[config.mk]
export PLATFORM = sky130hd
export DESIGN_NAME = puf_eval_controller
export DESIGN_NICKNAME = d
export VERILOG_FILES = /design/src/rtl/puf_eval_controller.sv
export SDC_FILE = /design/constraint.sdc
export NUM_CORES = 1
export LEC_CHECK = 0
export BUFFER_PORTS_ARGS = -buffer_cell sky130_fd_sc_hd__buf_2
export CAP_MARGIN = 20
export CORE_MARGIN = 3
export CORE_UTILIZATION = 45
export CTS_BUF_LIST = sky130_fd_sc_hd__clkbuf_4
export DETAILED_ROUTE_END_ITERATION = 10
export PLACE_DENSITY = 0.75
export SYNTH_ARGS = -nofsm -noshare
export SYNTH_HDL_FRONTEND = slang
export SYNTH_SLANG_ARGS = --single-unit
[constraint.sdc]
create_clock -name clk -period 1.5 [get_ports clk]
set_input_delay 0.3 -clock clk [delete_from_list [all_inputs] [get_ports clk]]
set_output_delay 0.3 -clock clk [all_outputs]
set_load 0.005 [all_outputs]
[src/rtl/puf_eval_controller.sv]
`default_nettype none
// ============================================================================
// Module   : puf_eval_controller
// Purpose  : Sequences repeated PUF evaluations, majority-votes each response
//            bit and reports voted response, XOR reduction and stability.
// Revision : 1.0 - initial release
// ============================================================================
module puf_eval_controller #(
    parameter int CHALLENGE_WIDTH  = 64,
    parameter int PDL_CONFIG_WIDTH = 64,
    parameter int RESPONSE_WIDTH   = 6,
    parameter int SETTLE_CYCLES    = 15,
    parameter int NUM_EVALS        = 5
) (
    input  logic                                        clk,
    input  logic                                        reset,
    input  logic                                        trigger,
    input  logic [CHALLENGE_WIDTH-1:0]                  challenge,
    input  logic [PDL_CONFIG_WIDTH-1:0]                 pdl_config,
    output logic                                        busy,
    output logic                                        done,
    output logic [RESPONSE_WIDTH-1:0]                   raw_response,
    output logic                                        xor_response,
    output logic                                        stable,
    output logic [CHALLENGE_WIDTH+PDL_CONFIG_WIDTH-1:0] puf_challenge,
    output logic                                        puf_reset,
    output logic                                        puf_trigger,
    input  logic [RESPONSE_WIDTH-1:0]                   puf_response
);

    localparam int                c_vote_w      = $clog2(NUM_EVALS + 1);
    localparam logic [c_vote_w-1:0] c_num_evals = c_vote_w'(NUM_EVALS);
    localparam logic [c_vote_w-1:0] c_half      = c_vote_w'(NUM_EVALS / 2);
    localparam logic [7:0]        c_settle_last = 8'(SETTLE_CYCLES - 1);

    typedef enum logic [2:0] {
        S_IDLE   = 3'd0,
        S_ARM    = 3'd1,
        S_FIRE   = 3'd2,
        S_SAMPLE = 3'd3,
        S_FINISH = 3'd4
    } state_t;

    state_t                    r_state;
    state_t                    w_state_next;
    logic [7:0]                r_settle_cnt;
    logic [c_vote_w-1:0]       r_eval_idx;
    logic [c_vote_w-1:0]       r_vote_cnt [RESPONSE_WIDTH];
    logic [RESPONSE_WIDTH-1:0] w_voted;
    logic [RESPONSE_WIDTH-1:0] w_bit_stable;
    logic                      w_settle_last;
    logic                      w_last_eval;

    assign w_settle_last = (r_settle_cnt == c_settle_last);
    assign w_last_eval   = ((r_eval_idx + c_vote_w'(1)) == c_num_evals);

    // A bit is stable when every evaluation agreed: all zeros or all ones.
    for (genvar gi = 0; gi < RESPONSE_WIDTH; gi++) begin : g_vote
        assign w_voted[gi]      = (r_vote_cnt[gi] > c_half);
        assign w_bit_stable[gi] = (r_vote_cnt[gi] == '0) || (r_vote_cnt[gi] == c_num_evals);
    end

    always_comb begin
        w_state_next = r_state;
        busy         = 1'b1;
        puf_reset    = 1'b0;
        puf_trigger  = 1'b0;
        case (r_state)
            S_IDLE: begin
                busy      = 1'b0;
                puf_reset = 1'b1;
                if (trigger) w_state_next = S_ARM;
            end
            S_ARM: begin
                puf_reset    = 1'b1;
                w_state_next = S_FIRE;
            end
            S_FIRE: begin
                puf_trigger = 1'b1;
                if (w_settle_last) w_state_next = S_SAMPLE;
            end
            S_SAMPLE: begin
                puf_trigger  = 1'b1;
                w_state_next = w_last_eval ? S_FINISH : S_ARM;
            end
            S_FINISH: begin
                puf_reset    = 1'b1;
                w_state_next = S_IDLE;
            end
            default: begin
                busy         = 1'b0;
                puf_reset    = 1'b1;
                w_state_next = S_IDLE;
            end
        endcase
    end

    always_ff @(posedge clk) begin
        if (reset) begin
            r_state       <= S_IDLE;
            r_settle_cnt  <= '0;
            r_eval_idx    <= '0;
            done          <= 1'b0;
            raw_response  <= '0;
            xor_response  <= 1'b0;
            stable        <= 1'b0;
            puf_challenge <= '0;
            for (int i = 0; i < RESPONSE_WIDTH; i++) r_vote_cnt[i] <= '0;
        end else begin
            r_state <= w_state_next;
            done    <= 1'b0;
            case (r_state)
                S_IDLE: begin
                    if (trigger) begin
                        puf_challenge <= {challenge, pdl_config};
                        r_eval_idx    <= '0;
                        for (int i = 0; i < RESPONSE_WIDTH; i++) r_vote_cnt[i] <= '0;
                    end
                end
                S_ARM:  r_settle_cnt <= '0;
                S_FIRE: r_settle_cnt <= r_settle_cnt + 8'd1;
                S_SAMPLE: begin
                    r_eval_idx <= r_eval_idx + c_vote_w'(1);
                    for (int i = 0; i < RESPONSE_WIDTH; i++)
                        r_vote_cnt[i] <= r_vote_cnt[i] + c_vote_w'(puf_response[i]);
                end
                S_FINISH: begin
                    raw_response <= w_voted;
                    xor_response <= ^w_voted;
                    stable       <= &w_bit_stable;
                    done         <= 1'b1;
                end
                default: ;
            endcase
        end
    end

endmodule
`default_nettype wire

* After elaboration in Yosys (flattened, before gate mapping) *
Memories as Yosys holds them, arrays and structs flattened.
Cells that the tools add are included.

word-level totals
  output and inout bits = 140
  memories kept = 1
  register bits = 151
  word-level logic and storage cells = 103
  RAM bits = 18

cells by class
  bitwise gates (word level) = 12
  $add $sub $neg = 8
  reduce and logical (&&, ||, !) cells = 22
  order comparisons = 6
  eq/ne operators = 14
  mux-type cells = 32

memory list
  name        depth  bits a word  rd ports  clocked after memory_dff  wr ports  RTL line  RTL
  r_vote_cnt  6      3            6         0                         6         48        logic [c_vote_w-1:0] r_vote_cnt [RESPONSE_WIDTH];

operator list
  kind                                                                              number
  3-bit two-way mux                                                                 16
  3-bit == test (second input constant)                                             8
  3-bit zero test                                                                   7
  3-bit by 1-bit adder with 3-bit output                                            6
  3-bit by 2-bit greater-than comparator with 1-bit output (second input constant)  6
  8-bit one-hot mux with 2 select lines                                             1
  1-bit two-way mux                                                                 13
  1-bit bitwise OR                                                                  12
  3-bit one-hot mux with 4 select lines                                             1
  8-bit by 1-bit adder with 8-bit output (second input constant)                    1
  8-bit by 4-bit == test with 1-bit output (second input constant)                  1
  3-bit by 2-bit == test with 1-bit output (second input constant)                  2
  1-bit logical OR                                                                  6
  3-bit one-hot mux with 2 select lines                                             1
  2-bit AND reduction                                                               3
  6-bit AND reduction                                                               1
  6-bit XOR reduction                                                               1
  2-bit inequality test (second input constant)                                     2
  2-bit nonzero test                                                                2
  4-bit OR reduction                                                                1
  3-bit by 1-bit adder with 3-bit output (second input constant)                    1
  3-bit by 1-bit == test with 1-bit output (second input constant)                  1
  2-bit OR reduction                                                                1

* Longest topological paths before layout *
  depth after elaboration = 6
  depth in mapped cells = 7

* Worst setup path after synthesis *
Ideal clock, no wire load.

  path type = register to register
  start = reg r_state[0]
  end = mem r_vote_cnt[0][0] (netlist bit), enable pin
  cell stages (with the launch flop) = 5
  setup time = 0.331 ns
  setup slack = -0.102 ns
  path buffers = 1
  data arrival time = 1.271 ns
  period minus slack after synthesis = 1.602 ns
  cell sequence = dfxtp_1 buf_4 or3b_4 a21oi_1 or2_2

RTL lines
  what                      RTL line  RTL
  start: declaration        44        state_t r_state;
  start signal: assignment  110       r_state <= w_state_next;
  end: declaration          48

* Worst setup path after layout *
  start = reg r_state[1]
  end = reg puf_challenge[118]

on the way
  word-level cells in the longest chain between the ends = 2

ends and longest elaborated chain
  what                                  RTL line  RTL
  3-bit zero test                       112       case (r_state)
  2-bit AND reduction (no source line)  --
  end signal: assignment                115       puf_challenge <= {challenge, pdl_config};
  end: declaration                      25        output logic [CHALLENGE_WIDTH+PDL_CONFIG_WIDTH-1:0] puf_challenge,

No other way between the ends.
A chain may end at the register's enable or synchronous reset.

==> flow_summary.ini <==
[status]
outcome = finished with violations
violations = setup timing

[synth]
synth_warnings = 0
yosysTopAreaCell = dfxtp_1
synth-main-ff-cell = dfxtp_1
synth.cell_area_sq_mm = 0.006558
ys_ff_latch = 169
synth_edf_count = 18
synth_seq_area_share_pct = 54.34
synth_top_area_share_pct = 46.10
synth.top_cells.by_area = dfxtp_1, nand2_1, a21oi_1
syn_nets = 912
avgSynthCellArea_sq_um = 8.640
synthArstFlopShare_pct = 0
ys_types = 34
syn_inst = 759

[sta]
hold_violations = 0
finalCritPeriodShare_pct = 128.2
slew_violations = 0
setup_ws_ns = -0.4224
setup_viol = 155
fin_worst_skew_ns = 0.01721
tightest_slew_ns = 0.4333
fmax_mhz = 520.2
maxSlewHeadroom_pct = 71.11
min_period_ns = 1.922
rsz0062_at_grt = true

[critical_path]
cp.arrival_ns = 2.37
cp.required_ns = 1.95
crit_start = r_state[1]$_SDFFE_PP0P_
worst_r2r_path_depth = 8
path_cells = buf_6, or3b_4, nor2_4, buf_8, buf_12, buf_16, nand2_2, a21oi_2
path_max_fanout = 5
r2r_start = r_state[1]$_SDFFE_PP0P_
endpoint = puf_challenge[118]$_SDFFE_PP0P_
worstSetupPathType = flop to flop
start_kind = flop
rrSetupSlack_ns = -0.42
crit_slowest_cell = or3b_4
slowest_delay_ns = 0.43
endpoint_kind = flop
reg2reg_to = puf_challenge[118]$_SDFFE_PP0P_

[layout]
layout_common_cells = buf_2, nand2_1, dfxtp_1, dlygate4sd3_1, a21oi_1
final_common_cell = buf_2
drive_gt1_share_pct = 37.59
regArea_sq_mm = 0.003567
final_area_sq_mm = 0.01065
fin_nets = 1355
multi_input_area_sq_mm = 0.002922
syn2layout_area_growth_pct = 62.39
fillers = 860

[clock_network]
clk_latency_ns = 0.53
cts_root_buf = clkbuf_4
htree_levels = 4
clock-sinks = 169
cts_max_path_buffers = 2
cts_tree = done
clkTransAtPathRegs_ns = 0.14
cts_buffers = 17

[min_path]
min_path_type = input port to flop

[power_and_ir_drop]
seqPwrFrac_pct = 46.6
internal_power_w = 0.007801
power_switching_share_pct = 30.58
clkPwrFrac_pct = 24.2
power.density_mw_per_mm2 = 1055
leakage_nw = 4.853
pwr-share-comb_pct = 29.2
ir_drop_v = 0.0009285
power.switching_w = 0.003436

[floorplan]
ios = 277
coreArea_sq_mm = 0.01404
die_area_sq_mm = 0.01606
placementRows = 43
initial_core_util_pct = 46.70
die_w_microns = 126.7
die_h_microns = 126.7

[routing]
dr.first_iter.drc_count = 622
via_count = 7466
wirelength_microns = 26190
routedWlPerCell_microns = 18.73
route.detailed.drc = 0
drt_pre_antenna_iters = 5
ant_nets = 0
vias_per_cell = 5.340

[placement]
place_area_sq_mm = 0.008123
io_buffers = 276
routabilityCongestion = 0.8072
place_ws_ns = -0.1217
dp_hpwl_microns = 12470

[grt]
grt-ovfl-total = 0
grt_max_degree = 80
grt_pass1_vias = 7079
antenna_found_initial = 5
grt_pass1_wl_microns = 36680
grt_usage_pct = 28.73

[run]
maxCapViolations = 0
## through the flow
| step | TNS (ns) | utilization [%] | cells | hold WS (ns) | total power, W |
|---|---|---|---|---|---|
| finish | -35.54 | 75.84 | 1398 | 0.1557 | 0.01124 |
| global route | -42.13 | 75.82 | 1397 | 0.1215 | 0.01169 |
| CTS | -26.32 | 73.10 | 1381 | 0.1242 | 0.01074 |
| detailed placement | -11.45 | 57.85 | 1193 | 0.4430 | 0.007284 |
| global placement | -7.988 | 57.85 | 1193 | 0.4386 | 0.007231 |
| floorplan | -8.509 | - | 759 | 0.4360 | 0.006499 |
## final cells by class
cell class	instances	share of cell area [%]
flip-flops and latches	169	33.50
multi-input cells	535	27.43
inverters	4	0.1410
well taps	180	2.115
repair buffers	475	33.99
clock buffers	18	1.269
clock inverters	12	1.433
diodes	5	0.1175
## how the worst min path moves through the flow
stage | from | endpoint | cells past startpoint
after floorplan | pdl_config[0] | puf_challenge[0]$_SDFFE_PP0P_ | 2
after global placement | puf_challenge[123]$_SDFFE_PP0P_ | puf_challenge[123]$_SDFFE_PP0P_ | 2
after detailed placement | puf_challenge[90]$_SDFFE_PP0P_ | puf_challenge[90]$_SDFFE_PP0P_ | 2
after CTS | puf_response[4] | r_vote_cnt[4][0]$_SDFFCE_PN0P_ | 3
after global routing | puf_response[5] | r_vote_cnt[5][0]$_SDFFCE_PN0P_ | 3
final | puf_response[1] | r_vote_cnt[1][0]$_SDFFCE_PN0P_ | 3
## state kept, by name, summed over array words and instances, names as in the netlist, 3 cells and up
name,flops
puf_challenge,128
r_eval_idx,3
r_settle_cnt,8
r_state,3
r_vote_cnt,18
raw_response,6
## logic make-up (layout without fill, tap and decap cells)
family,after synthesis,count (layout),synth area share [%]
mux,5,5,0.8586
xor+xnor,18,18,2.614
buf+inv,56,509,5.724
compound gates,153,153,11.94
other cells,0,5,0
flops,169,169,54.34
fa+ha+maj,16,16,3.053
simple gates,342,343,21.47
## per-layer routing
metal	track usage [%]	part of all wire (%)	up-vias
li1	-	-	3384
met1	32.10	37	3489
met2	51.59	51	467
met3	6.863	6.8	124
met4	13.06	5.1	2
met5	0	0.050	-
## critical path: cells and delay by family (launching register included)
kind | cells | cell delay [ns]
AO/OA/AOI/OAI | 1 | 0.25
flip-flops | 1 | 0.36
AND/OR/NAND/NOR | 3 | 0.69
buffers and inverters | 4 | 0.53
## power by group through the flow
stage	registers, W	clock network [W]	logic, W
floorplan	0.00530	0	0.00120
global placement	0.00526	0	0.00197
detailed placement	0.00528	0	0.00201
CTS	0.00518	0.00274	0.00282
global route	0.00527	0.00294	0.00348
finish	0.00523	0.00272	0.00328
## what timing repair did
item,CTS,global route
endpoints found under the setup margin,139,168
pin swaps,15,20
hold buffers,129,0
gates resized for setup,48,57
gates cloned,8,7
buffers inserted,21,6
hold endpoints to repair,130,0
## cell usage after synthesis, types with 3 or more instances
library cell / number
a211oi_1: 7
a21oi_1: 143
and2_1: 14
buf_4: 16
buf_6: 14
clkbuf_1: 21
dfxtp_1: 151
edfxtp_1: 18
ha_1: 16
inv_1: 4
mux2_2: 5
nand2_1: 269
nand4_1: 6
nor2_1: 29
nor3_1: 4
o21ai_0: 3
xnor2_1: 13
xor2_1: 4
Note: power is estimated with default switching activity, not from simulation.
